`src/rtl/cu_pkg.sv`:
```
// Shared types and constants for the CPU control-unit interrupt sequencer.
// Holds the interrupt kind and sequencer state encodings, default vectors and step limits.
package cu_pkg;

    typedef enum logic [1:0] {
        INT_BRK = 2'b00,
        INT_RST = 2'b01,
        INT_NMI = 2'b10,
        INT_IRQ = 2'b11
    } int_kind_e;

    typedef enum logic [1:0] {
        S_RST_PEND,
        S_IDLE,
        S_ARMED,
        S_SEQ
    } cu_int_state_e;

    localparam logic [15:0] DEF_VEC_NMI      = 16'hFFFA;
    localparam logic [15:0] DEF_VEC_RST      = 16'hFFFC;
    localparam logic [15:0] DEF_VEC_IRQ      = 16'hFFFE;
    localparam logic [15:0] DEF_VEC_EXT_BASE = 16'hFFF0;

    localparam logic [2:0] SEQ_LAST    = 3'd6;
    localparam logic [2:0] HIJACK_LAST = 3'd3;

endpackage

```
`src/rtl/cu_int_seq_if.sv`:
```
// Interrupt source / CU FSM bundle for cu_int_seq.
// master = CU side driving sources, boundary and ack; slave = the sequencer.
interface cu_int_seq_if #(
    parameter int N_IRQ = 1
) ();
    localparam int CHW = (N_IRQ > 1) ? $clog2(N_IRQ) : 1;

    logic             CU_bNMI;
    logic [N_IRQ-1:0] CU_bIRQ;
    logic [N_IRQ-1:0] irq_en;
    logic             flag_i;
    logic             insn_bnd;
    logic             brk_op;
    logic             int_ack;

    logic             int_req;
    logic [1:0]       int_kind;
    logic [CHW-1:0]   int_chan;
    logic [15:0]      vec_addr;
    logic             set_b;
    logic             seq_busy;
    logic [2:0]       seq_step;
    logic             nmi_pend;

    modport master (
        output CU_bNMI, CU_bIRQ, irq_en, flag_i, insn_bnd, brk_op, int_ack,
        input  int_req, int_kind, int_chan, vec_addr, set_b, seq_busy,
        input  seq_step, nmi_pend
    );

    modport slave (
        input  CU_bNMI, CU_bIRQ, irq_en, flag_i, insn_bnd, brk_op, int_ack,
        output int_req, int_kind, int_chan, vec_addr, set_b, seq_busy,
        output seq_step, nmi_pend
    );
endinterface

```
`src/rtl/cu_nmi_edge.sv`:
```
// NMI synchroniser (NMI_SYNC flops, reset to 1) plus falling-edge detector and pending latch.
// Ports: clk_i, rst_i, bnmi_i (active-low NMI), clr_i, fall_o (edge this cycle), pend_o.
module cu_nmi_edge #(
    parameter int NMI_SYNC = 2
) (
    input  logic clk_i,
    input  logic rst_i,
    input  logic bnmi_i,
    input  logic clr_i,
    output logic fall_o,
    output logic pend_o
);
    logic [NMI_SYNC-1:0] sync_q;
    logic                prev_q;
    logic                pend_q;
    logic                pend_d;

    assign fall_o = prev_q & ~sync_q[NMI_SYNC-1];
    // a fresh edge beats a clear in the same cycle
    assign pend_d = fall_o | (pend_q & ~clr_i);
    assign pend_o = pend_q;

    always_ff @(posedge clk_i or posedge rst_i) begin
        if (rst_i) begin
            sync_q <= '1;
            prev_q <= 1'b1;
            pend_q <= 1'b0;
        end else begin
            sync_q[0] <= bnmi_i;
            for (int i = 1; i < NMI_SYNC; i++) begin
                sync_q[i] <= sync_q[i-1];
            end
            prev_q <= sync_q[NMI_SYNC-1];
            pend_q <= pend_d;
        end
    end
endmodule

```
`src/rtl/cu_int_seq.sv`:
```
// Interrupt capture, arbitration and 7-step sequencing for the CPU control unit.
// Ports: CU_phi2 clock, CU_rst async active-high reset, bus (cu_int_seq_if.slave).
module cu_int_seq import cu_pkg::*; #(
    parameter int          N_IRQ        = 1,
    parameter int          NMI_SYNC     = 2,
    parameter logic [15:0] VEC_NMI      = DEF_VEC_NMI,
    parameter logic [15:0] VEC_RST      = DEF_VEC_RST,
    parameter logic [15:0] VEC_IRQ      = DEF_VEC_IRQ,
    parameter logic [15:0] VEC_EXT_BASE = DEF_VEC_EXT_BASE
) (
    input  logic         CU_phi2,
    input  logic         CU_rst,
    cu_int_seq_if.slave  bus
);
    localparam int CHW = (N_IRQ > 1) ? $clog2(N_IRQ) : 1;

    cu_int_state_e  state_q;
    int_kind_e      kind_q;
    logic [CHW-1:0] chan_q;
    logic [15:0]    vec_q;
    logic           setb_q;
    logic [2:0]     step_q;

    logic             nmi_fall;
    logic             nmi_pend;
    logic             nmi_clr;
    logic             nmi_hit;
    logic             hij_ok;
    logic [N_IRQ-1:0] irq_act;
    logic             irq_any;
    logic [CHW-1:0]   irq_win;
    logic [CHW-1:0]   ch_m1;
    logic [15:0]      irq_vec;

    cu_nmi_edge #(.NMI_SYNC(NMI_SYNC)) u_nmi (
        .clk_i  (CU_phi2),
        .rst_i  (CU_rst),
        .bnmi_i (bus.CU_bNMI),
        .clr_i  (nmi_clr),
        .fall_o (nmi_fall),
        .pend_o (nmi_pend)
    );

    assign irq_act = ~bus.CU_bIRQ & bus.irq_en & {N_IRQ{~bus.flag_i}};

    // lowest active index wins
    always_comb begin
        irq_any = 1'b0;
        irq_win = '0;
        for (int c = N_IRQ - 1; c >= 0; c--) begin
            if (irq_act[c]) begin
                irq_any = 1'b1;
                irq_win = CHW'(c);
            end
        end
    end

    assign ch_m1   = irq_win - CHW'(1);
    assign irq_vec = (irq_win == '0) ? VEC_IRQ :
                     VEC_EXT_BASE + {{(15 - CHW){1'b0}}, ch_m1, 1'b0};

    assign nmi_hit = nmi_pend | nmi_fall;
    assign hij_ok  = (kind_q == INT_BRK) || (kind_q == INT_IRQ);
    assign nmi_clr = (state_q == S_SEQ) && (kind_q == INT_NMI) &&
                     (step_q == HIJACK_LAST + 3'd1);

    always_ff @(posedge CU_phi2 or posedge CU_rst) begin
        if (CU_rst) begin
            state_q <= S_RST_PEND;
            kind_q  <= INT_RST;
            chan_q  <= '0;
            vec_q   <= VEC_RST;
            setb_q  <= 1'b0;
            step_q  <= 3'd0;
        end else begin
            unique case (state_q)
                S_RST_PEND: begin
                    if (bus.int_ack) begin
                        state_q <= S_SEQ;
                        step_q  <= 3'd0;
                    end
                end
                S_IDLE: begin
                    if (bus.insn_bnd) begin
                        if (nmi_hit) begin
                            state_q <= S_ARMED;
                            kind_q  <= INT_NMI;
                            chan_q  <= '0;
                            vec_q   <= VEC_NMI;
                            setb_q  <= 1'b0;
                        end else if (irq_any) begin
                            state_q <= S_ARMED;
                            kind_q  <= INT_IRQ;
                            chan_q  <= irq_win;
                            vec_q   <= irq_vec;
                            setb_q  <= 1'b0;
                        end else if (bus.brk_op) begin
                            state_q <= S_ARMED;
                            kind_q  <= INT_BRK;
                            chan_q  <= '0;
                            vec_q   <= VEC_IRQ;
                            setb_q  <= 1'b1;
                        end
                    end
                end
                S_ARMED: begin
                    if (bus.int_ack) begin
                        state_q <= S_SEQ;
                        step_q  <= 3'd0;
                    end else if (nmi_hit && hij_ok) begin
                        kind_q <= INT_NMI;
                        vec_q  <= VEC_NMI;
                    end
                end
                S_SEQ: begin
                    if (step_q == SEQ_LAST) begin
                        state_q <= S_IDLE;
                        step_q  <= 3'd0;
                    end else begin
                        step_q <= step_q + 3'd1;
                    end
                    // hijack keeps set_b so a BRK still pushes B=1
                    if (hij_ok && (step_q <= HIJACK_LAST) && nmi_pend) begin
                        kind_q <= INT_NMI;
                        vec_q  <= VEC_NMI;
                    end
                end
                default: state_q <= S_RST_PEND;
            endcase
        end
    end

    assign bus.int_req  = (state_q == S_RST_PEND) || (state_q == S_ARMED);
    assign bus.seq_busy = (state_q == S_SEQ);
    assign bus.int_kind = kind_q;
    assign bus.int_chan = chan_q;
    assign bus.vec_addr = vec_q;
    assign bus.set_b    = setb_q;
    assign bus.seq_step = step_q;
    assign bus.nmi_pend = nmi_pend;
endmodule

```
`src/flat_wrapper.sv`:
```
// flat-port wrapper written by rule: the top's interface ports become plain ports
module cu_int_seq_flat import cu_pkg::*;
#(
    parameter int          N_IRQ        = 1,
    parameter int          NMI_SYNC     = 2,
    parameter logic [15:0] VEC_NMI      = DEF_VEC_NMI,
    parameter logic [15:0] VEC_RST      = DEF_VEC_RST,
    parameter logic [15:0] VEC_IRQ      = DEF_VEC_IRQ,
    parameter logic [15:0] VEC_EXT_BASE = DEF_VEC_EXT_BASE
)
  (CU_phi2, CU_rst, bus_CU_bNMI, bus_CU_bIRQ, bus_irq_en, bus_flag_i, bus_insn_bnd, bus_brk_op, bus_int_ack, bus_int_req, bus_int_kind, bus_int_chan, bus_vec_addr, bus_set_b, bus_seq_busy, bus_seq_step, bus_nmi_pend);
  cu_int_seq_if #(.N_IRQ(N_IRQ)) bus_i ();
  input  logic CU_phi2;
  input  logic CU_rst;
  input wire logic [$bits(bus_i.CU_bNMI)-1:0] bus_CU_bNMI;
  input wire logic [$bits(bus_i.CU_bIRQ)-1:0] bus_CU_bIRQ;
  input wire logic [$bits(bus_i.irq_en)-1:0] bus_irq_en;
  input wire logic [$bits(bus_i.flag_i)-1:0] bus_flag_i;
  input wire logic [$bits(bus_i.insn_bnd)-1:0] bus_insn_bnd;
  input wire logic [$bits(bus_i.brk_op)-1:0] bus_brk_op;
  input wire logic [$bits(bus_i.int_ack)-1:0] bus_int_ack;
  output wire logic [$bits(bus_i.int_req)-1:0] bus_int_req;
  output wire logic [$bits(bus_i.int_kind)-1:0] bus_int_kind;
  output wire logic [$bits(bus_i.int_chan)-1:0] bus_int_chan;
  output wire logic [$bits(bus_i.vec_addr)-1:0] bus_vec_addr;
  output wire logic [$bits(bus_i.set_b)-1:0] bus_set_b;
  output wire logic [$bits(bus_i.seq_busy)-1:0] bus_seq_busy;
  output wire logic [$bits(bus_i.seq_step)-1:0] bus_seq_step;
  output wire logic [$bits(bus_i.nmi_pend)-1:0] bus_nmi_pend;
  assign bus_i.CU_bNMI = bus_CU_bNMI;
  assign bus_i.CU_bIRQ = bus_CU_bIRQ;
  assign bus_i.irq_en = bus_irq_en;
  assign bus_i.flag_i = bus_flag_i;
  assign bus_i.insn_bnd = bus_insn_bnd;
  assign bus_i.brk_op = bus_brk_op;
  assign bus_i.int_ack = bus_int_ack;
  assign bus_int_req = bus_i.int_req;
  assign bus_int_kind = bus_i.int_kind;
  assign bus_int_chan = bus_i.int_chan;
  assign bus_vec_addr = bus_i.vec_addr;
  assign bus_set_b = bus_i.set_b;
  assign bus_seq_busy = bus_i.seq_busy;
  assign bus_seq_step = bus_i.seq_step;
  assign bus_nmi_pend = bus_i.nmi_pend;
  cu_int_seq #(.N_IRQ(N_IRQ), .NMI_SYNC(NMI_SYNC), .VEC_NMI(VEC_NMI), .VEC_RST(VEC_RST), .VEC_IRQ(VEC_IRQ), .VEC_EXT_BASE(VEC_EXT_BASE)) u_core (.CU_phi2(CU_phi2), .CU_rst(CU_rst), .bus(bus_i));
endmodule
```
`config.mk`:
```
export PLATFORM = sky130hd
export DESIGN_NAME = cu_int_seq_flat
export DESIGN_NICKNAME = d
export VERILOG_FILES = /design/src/rtl/cu_pkg.sv /design/src/rtl/cu_int_seq_if.sv /design/src/rtl/cu_nmi_edge.sv /design/src/rtl/cu_int_seq.sv /design/src/flat_wrapper.sv
export SDC_FILE = /design/constraint.sdc
export NUM_CORES = 1
export LEC_CHECK = 0
export BUFFER_PORTS_ARGS = -buffer_cell sky130_fd_sc_hd__buf_4
export CORE_ASPECT_RATIO = 1.5
export CORE_UTILIZATION = 30
export CTS_CLUSTER_DIAMETER = 200
export DETAILED_ROUTE_END_ITERATION = 6
export GPL_ROUTABILITY_DRIVEN = 0
export PLACE_DENSITY = 0.62
export SLEW_MARGIN = 40
export SYNTH_ARGS = -nofsm -noshare
export SYNTH_HDL_FRONTEND = slang
export SYNTH_SLANG_ARGS = --single-unit
```
`constraint.sdc`:
```
create_clock -name CU_phi2 -period 1.83 [get_ports CU_phi2]
set_clock_uncertainty 0.15 [all_clocks]
set_input_delay 0.183 -clock CU_phi2 [delete_from_list [all_inputs] [get_ports CU_phi2]]
set_output_delay 0.183 -clock CU_phi2 [all_outputs]
set_load 0.01 [all_outputs]
```
* Yosys cells after proc, flatten, opt, wreduce, memory -nomap -nowiden
Cells that the tools add are included.
** Cells by class
- Add/subtract/negate cells :: 1
- Multipliers :: 0
- Div/mod/pow operators :: 0
- $lt $le $gt $ge :: 1
- Equal/unequal tests :: 14
- Shift operators :: 0
- Multiplexer cells :: 33
- Bitwise logic cells :: 10
- Reductions and logical operators :: 17
** Operators by type and width (count)
- two-way mux 16 bit :: 7
- one-hot mux 16 bit (3 select lines) :: 1
- two-way mux 2 bit :: 13
- one-hot mux 2 bit (3 select lines) :: 2
- == test 2 bit, second input constant :: 4
- != test 2 x 1 -> 1 bit, second input constant :: 4
- two-way mux 1 bit :: 7
- == test 3 bit, second input constant :: 2
- two-way mux 3 bit :: 2
- one-hot mux 3 bit (2 select lines) :: 1
- AND reduction 6 bit :: 1
- nonzero test 3 bit :: 2
- logical AND 1 bit :: 5
- bitwise AND 1 bit :: 4
- logical NOT 2 bit :: 2
- != test 2 bit, second input constant :: 2
- != test 4 x 2 -> 1 bit, second input constant :: 1
- NOT 1 bit :: 4
- AND reduction 4 bit :: 1
- adder 3 x 1 -> 3 bit, second input constant :: 1
- <= comparator 3 x 2 -> 1 bit, second input constant :: 1
- AND reduction 3 bit :: 1
- == test 2 x 1 -> 1 bit, second input constant :: 1
- logical OR 1 bit :: 2
- other kinds (4) :: 5
** Word-level totals
- Register bits after elaboration :: 29
- Latch bits :: 0
- RAM bits :: 0
- ROM bits :: 0
- Input port bits :: 9
- Word-level logic and storage cells :: 85
- Memories :: 0

* Longest topological paths before layout
- Word-level depth :: 8
- Gate-level depth with buffers :: 6
- Gate-level depth less buffers :: 6

* Hierarchy
Synthesis repeated with hierarchy kept, for this count alone.
** Unflattened totals
- Cell total of the unflattened synthesis :: 86
- Area, all modules :: 883.3 µm²
** Modules (own cells, without submodules)
- cu_int_seq :: instances 1, cells an instance 78, area an instance 750.7 µm², seq. area each 252.7 µm²
- cu_nmi_edge :: instances 1, cells an instance 8, area an instance 132.6 µm², seq. area each 103.8 µm²

* Worst setup path before layout
OpenSTA, ideal clock, no wires.
- Kind :: flip-flop to flip-flop
- Start :: register u_core.kind_q[0], in the netlist u_core.bus.int_kind[0]
- End :: register u_core.vec_q[2], in the netlist u_core.bus.vec_addr[2]
- Library setup time :: 79 ps
- Arrival time :: 1443 ps
- Slack :: 158 ps
- Cell stages (with the launch flop) :: 7
- Buffers on the path :: 0
- Cells stage by stage :: dfstp_2 -> inv_1 -> ha_1 -> nand4b_4 -> a21oi_2 -> nand3_2 -> a22o_1
** On the way
- Longest elaborated chain between the ends :: 6
** Ends and longest elaborated chain
- start, declared :: RTL line cu_int_seq.sv:18 : int_kind_e kind_q;
- start signal, assigned :: RTL line cu_int_seq.sv:70 : kind_q <= INT_RST;
- start signal, assigned :: RTL line cu_int_seq.sv:87 : kind_q <= INT_NMI;
- start signal, assigned :: RTL line cu_int_seq.sv:93 : kind_q <= INT_IRQ;
- == test 2 bit / logical NOT 2 bit (equally long branches) :: RTL line cu_int_seq.sv:63 : assign hij_ok = (kind_q == INT_BRK) || (kind_q == INT_IRQ);
- logical OR 1 bit * :: RTL line cu_int_seq.sv:63
- logical AND 1 bit (2 in series) :: RTL line cu_int_seq.sv:123 : if (hij_ok && (step_q <= HIJACK_LAST) && nmi_pend) begin
- != test 2 x 1 -> 1 bit (no source line)
- AND reduction 6 bit (no source line) *
- end signal, assigned :: RTL line cu_int_seq.sv:95 : vec_q <= irq_vec;
- end, declared :: RTL line cu_int_seq.sv:20 : logic [15:0] vec_q;
Every way passes the cells marked *; elsewhere a longest branch is shown, timed or not.
A chain may end at the register's enable or synchronous reset.

* Final worst setup path
- Start :: register u_core.kind_q[0], in the netlist u_core.bus.int_kind[0]
- End :: register u_core.kind_q[0], in the netlist u_core.bus.int_kind[0]
** On the way
- Longest elaborated chain between the ends :: 6
** Ends and longest elaborated chain (RTL line)
- == test 2 bit / logical NOT 2 bit (equally long branches) :: cu_int_seq.sv:63
- logical OR 1 bit * :: cu_int_seq.sv:63
- logical AND 1 bit (2 in series) :: cu_int_seq.sv:123
- != test 2 x 1 -> 1 bit (no source line)
- AND reduction 6 bit (no source line) *
Marked as above.

==> results.tsv <==
stage	metric	value	unit
grt	grt.overflow.total	0	
worst_setup_path	worst_path_max_delay_cell	dfstp_2	
sta	whs	12.20	ps
grt	grt.busiest_layer	met2	
floorplanning	die_h	67.18	microns
sta	rsz0062_at_grt	no	
sta	final-max-slew-violation-count	0	
placed_design	placed_area	977.2	sq um
placed_design	place_hpwl	1.347	mm
synthesis	yosys.area_share.simple	22.09	%
synthesis	synth_cells	90	
route	ant_nets	0	
synthesis	synthMuxAreaShare	0	%
sta	fin_crit	1743	ps
flow_run	cap_violations	0	
power	ir_drop	0.7404	mV
route	routedWlPerCell	11.23	microns
cts	cts_resized	0	
final_layout	nets	126	
synthesis	synth_seq_area_share	41.97	%
sta	finalCritPeriodShare	95.23	%
final_layout	area_growth	25.04	%
synthesis	yosysTopAreaCellShare	26.51	%
worst_setup_path	worst-path-max-fanout	4	
grt	grtUsageMet2	21.61	%
synthesis	synth_area_per_cell	9.440	sq um
cts	clkTransAtPathRegs	60	ps
worst_setup_path	critPathCaptureType	flip-flop	
worst_setup_path	worstPathArrival	1770	ps
worst_setup_path	path_cells	inv_1 -> ha_1 -> nand4b_4 -> a21oi_2 -> nand3_2 -> a22o_1	
min_path	min_path_type	in2reg	
final_layout	diodes	0	
synthesis	yosys.area.top_type	dfrtp_1	
synthesis	ys_top_cells_by_area	dfrtp_1, dfstp_2, buf_4	
route	first_pass_iters	4	
sta	relSlewSlack	64.73	%
worst_setup_path	slowest_delay	540	ps
worst_setup_path	crit_type	reg2reg	
cts	clk_latency	250	ps
cts	holdBufCountCts	3	
route	vias	657	
final_layout	drive_gt1_share	31.58	%
cts	cts_sinks	14	
floorplanning	ios	35	
floorplanning	rows	23	
worst_setup_path	required	1860	ps
synthesis	synth_seq_cells	14	
power	leakage	0.5152	nW
grt	use_met3	2.674	%
grt	groute.usage.overall	13.73	%
synthesis	synthXorXnorAreaFrac	0	%
grt	grt_first_pass_wirelength	2.870	mm
grt	grtUsageMet1	14.12	%
route	viasPerCell	4.351	
sta	tightest_slew	528.4	ps
floorplanning	die_w	45.45	microns
route	drc_errors	0	
final_layout	fillers	278	
synthesis	yosysWarnings	0	
synthesis	synth_fa_ha_area_share	2.946	%
synthesis	syn_area	849.6	sq um
synthesis	synth_top_family_by_area	simple AND/OR/NAND/NOR gates	
sta	fin_tns_setup	0	ps
floorplanning	die-area	0.003053	sq mm
final_layout	fin_util	39.69	%
power	power_density	1387	mW/mm^2
synthesis	synth_cell_types	31	
sta	finalHoldViolCount	0	
worst_setup_path	critPathLaunchType	flip-flop	
sta	setup-violations-final	0	
cts	clockRootBuffer	clkbuf_8	
final_layout	final_common_cell	buf_4	
floorplanning	coreArea	0.002676	sq mm
grt	antenna_found_initial	0	
route	drt-initial-drc-count	3	
cts	htree_levels	1	
cts	cts.path.max_buffers	2	
final_layout	fin_area	0.001062	sq mm
run_status	status	complete, no violations	
cts	cts_buffers	3	
sta	fmax	0.5738	GHz
floorplanning	initial_utilization	31.74	%
cts	cts_tree	built	
placed_design	io_buffers	19	
grt	grt_max_degree	15	
grt	grt_pass1_vias	625	
final_layout	layout_common_cells	buf_4, conb_1, inv_1, nand2_1, dfrtp_1	
route	routed_wirelength	1.695	mm
synthesis	synth_compound_area_share	14.29	%
cts	cts_setup_buffers	0	
## stage by stage
step           std cells  power [W]  setup WS [ps]
3_3_place_gp         144   0.001161          142.3
3_5_place_dp         144   0.001181          70.87
4_1_cts              151   0.001500          62.66
6_report             151   0.001473          87.21
5_1_grt              151   0.001605          3.957
2_1_floorplan        103  0.0009463          157.7
## worst paths after layout
kind	start	endpoint	slack [ps]	depth (start not counted)
min in group asynchronous	CU_rst	u_core.bus.int_kind[1]	380	3
min	bus_brk_op	u_core.bus.int_kind[1]	10	2
max	u_core.bus.int_kind[0]	u_core.bus.int_kind[0]	90	6
min reg2reg	u_core.u_nmi.sync_q[0]	u_core.u_nmi.sync_q[1]	210	0
max reg2reg	u_core.bus.int_kind[0]	u_core.bus.int_kind[0]	90	6
max in group asynchronous	CU_rst	u_core.u_nmi.prev_q	790	3
## power breakdown
group / switching, W / internal [W] / leakage (nW)
logic: 0.000343 / 0.000311 / 0.335
registers: 0.000112 / 0.000405 / 0.151
clock network: 0.000110 / 0.000191 / 0.0288
total: 0.000565 / 0.000907 / 0.515
## sequential cells by signal, indices dropped and copies added, names as in the netlist
| register | count |
|---|---|
| u_core.bus.seq_step | 3 |
| u_core.bus.int_kind | 2 |
| u_core.bus.vec_addr | 2 |
| u_core.state_q | 2 |
| u_core.u_nmi.sync_q | 2 |
| u_core.bus.set_b | 1 |
| u_core.u_nmi.pend_o | 1 |
| u_core.u_nmi.prev_q | 1 |
## area by class of cell
class / count / area (sq um) / share of cell area [%]
multi-input combinational: 64 / 390.4 / 36.75
tap: 37 / 46.29 / 4.358
clock buffer: 4 / 55.05 / 5.183
inverter: 9 / 33.78 / 3.180
sequential: 14 / 356.6 / 33.57
timing repair buffer: 23 / 180.2 / 16.96
## worst max-delay path, delay by kind of cell, from the launching register on
| kind | cells | cell delay (ps) |
|---|---|---|
| flip-flops | 1 | 540 |
| AO/OA/AOI/OAI | 2 | 370 |
| adder cells (fa/ha/maj) | 1 | 350 |
| AND/OR/NAND/NOR | 2 | 230 |
| buffers and inverters | 1 | 40 |
## logic make-up after synthesis
family                     Yosys count
and+or+nand+nor                     29
adders and majority gates            2
DFF                                 14
buffers and inverters               25
other                                2
AOI/OAI and AO/OA                   18
## per-layer routing
| layer | wire length, microns | part of all wire, % |
|---|---|---|
| met5 | 0 | 0 |
| met4 | 80 | 4.7 |
| met3 | 82 | 4.8 |
| met2 | 883 | 52 |
| met1 | 648 | 38 |
## cells in the mapped netlist
cell	number
o41ai_1	1
nand2b_4	1
nand3_2	1
ha_1	2
o21a_1	1
buf_4	15
o21ai_0	3
nand2b_1	2
and2_4	1
a22o_1	2
o211ai_1	1
nor3_1	1
a21oi_1	5
nand2b_2	1
inv_1	9
nand4b_4	1
a31oi_1	1
dfrtp_1	9
a21oi_2	1
or3_1	1
nor2_1	8
conb_1	2
nand3b_1	1
nand2_1	9
nor3b_4	1
a32oi_1	1
dfstp_2	5
nor4b_1	1
buf_2	1
a41o_1	1
o22ai_1	1
No activity file was read; power rests on OpenSTA's default activity.
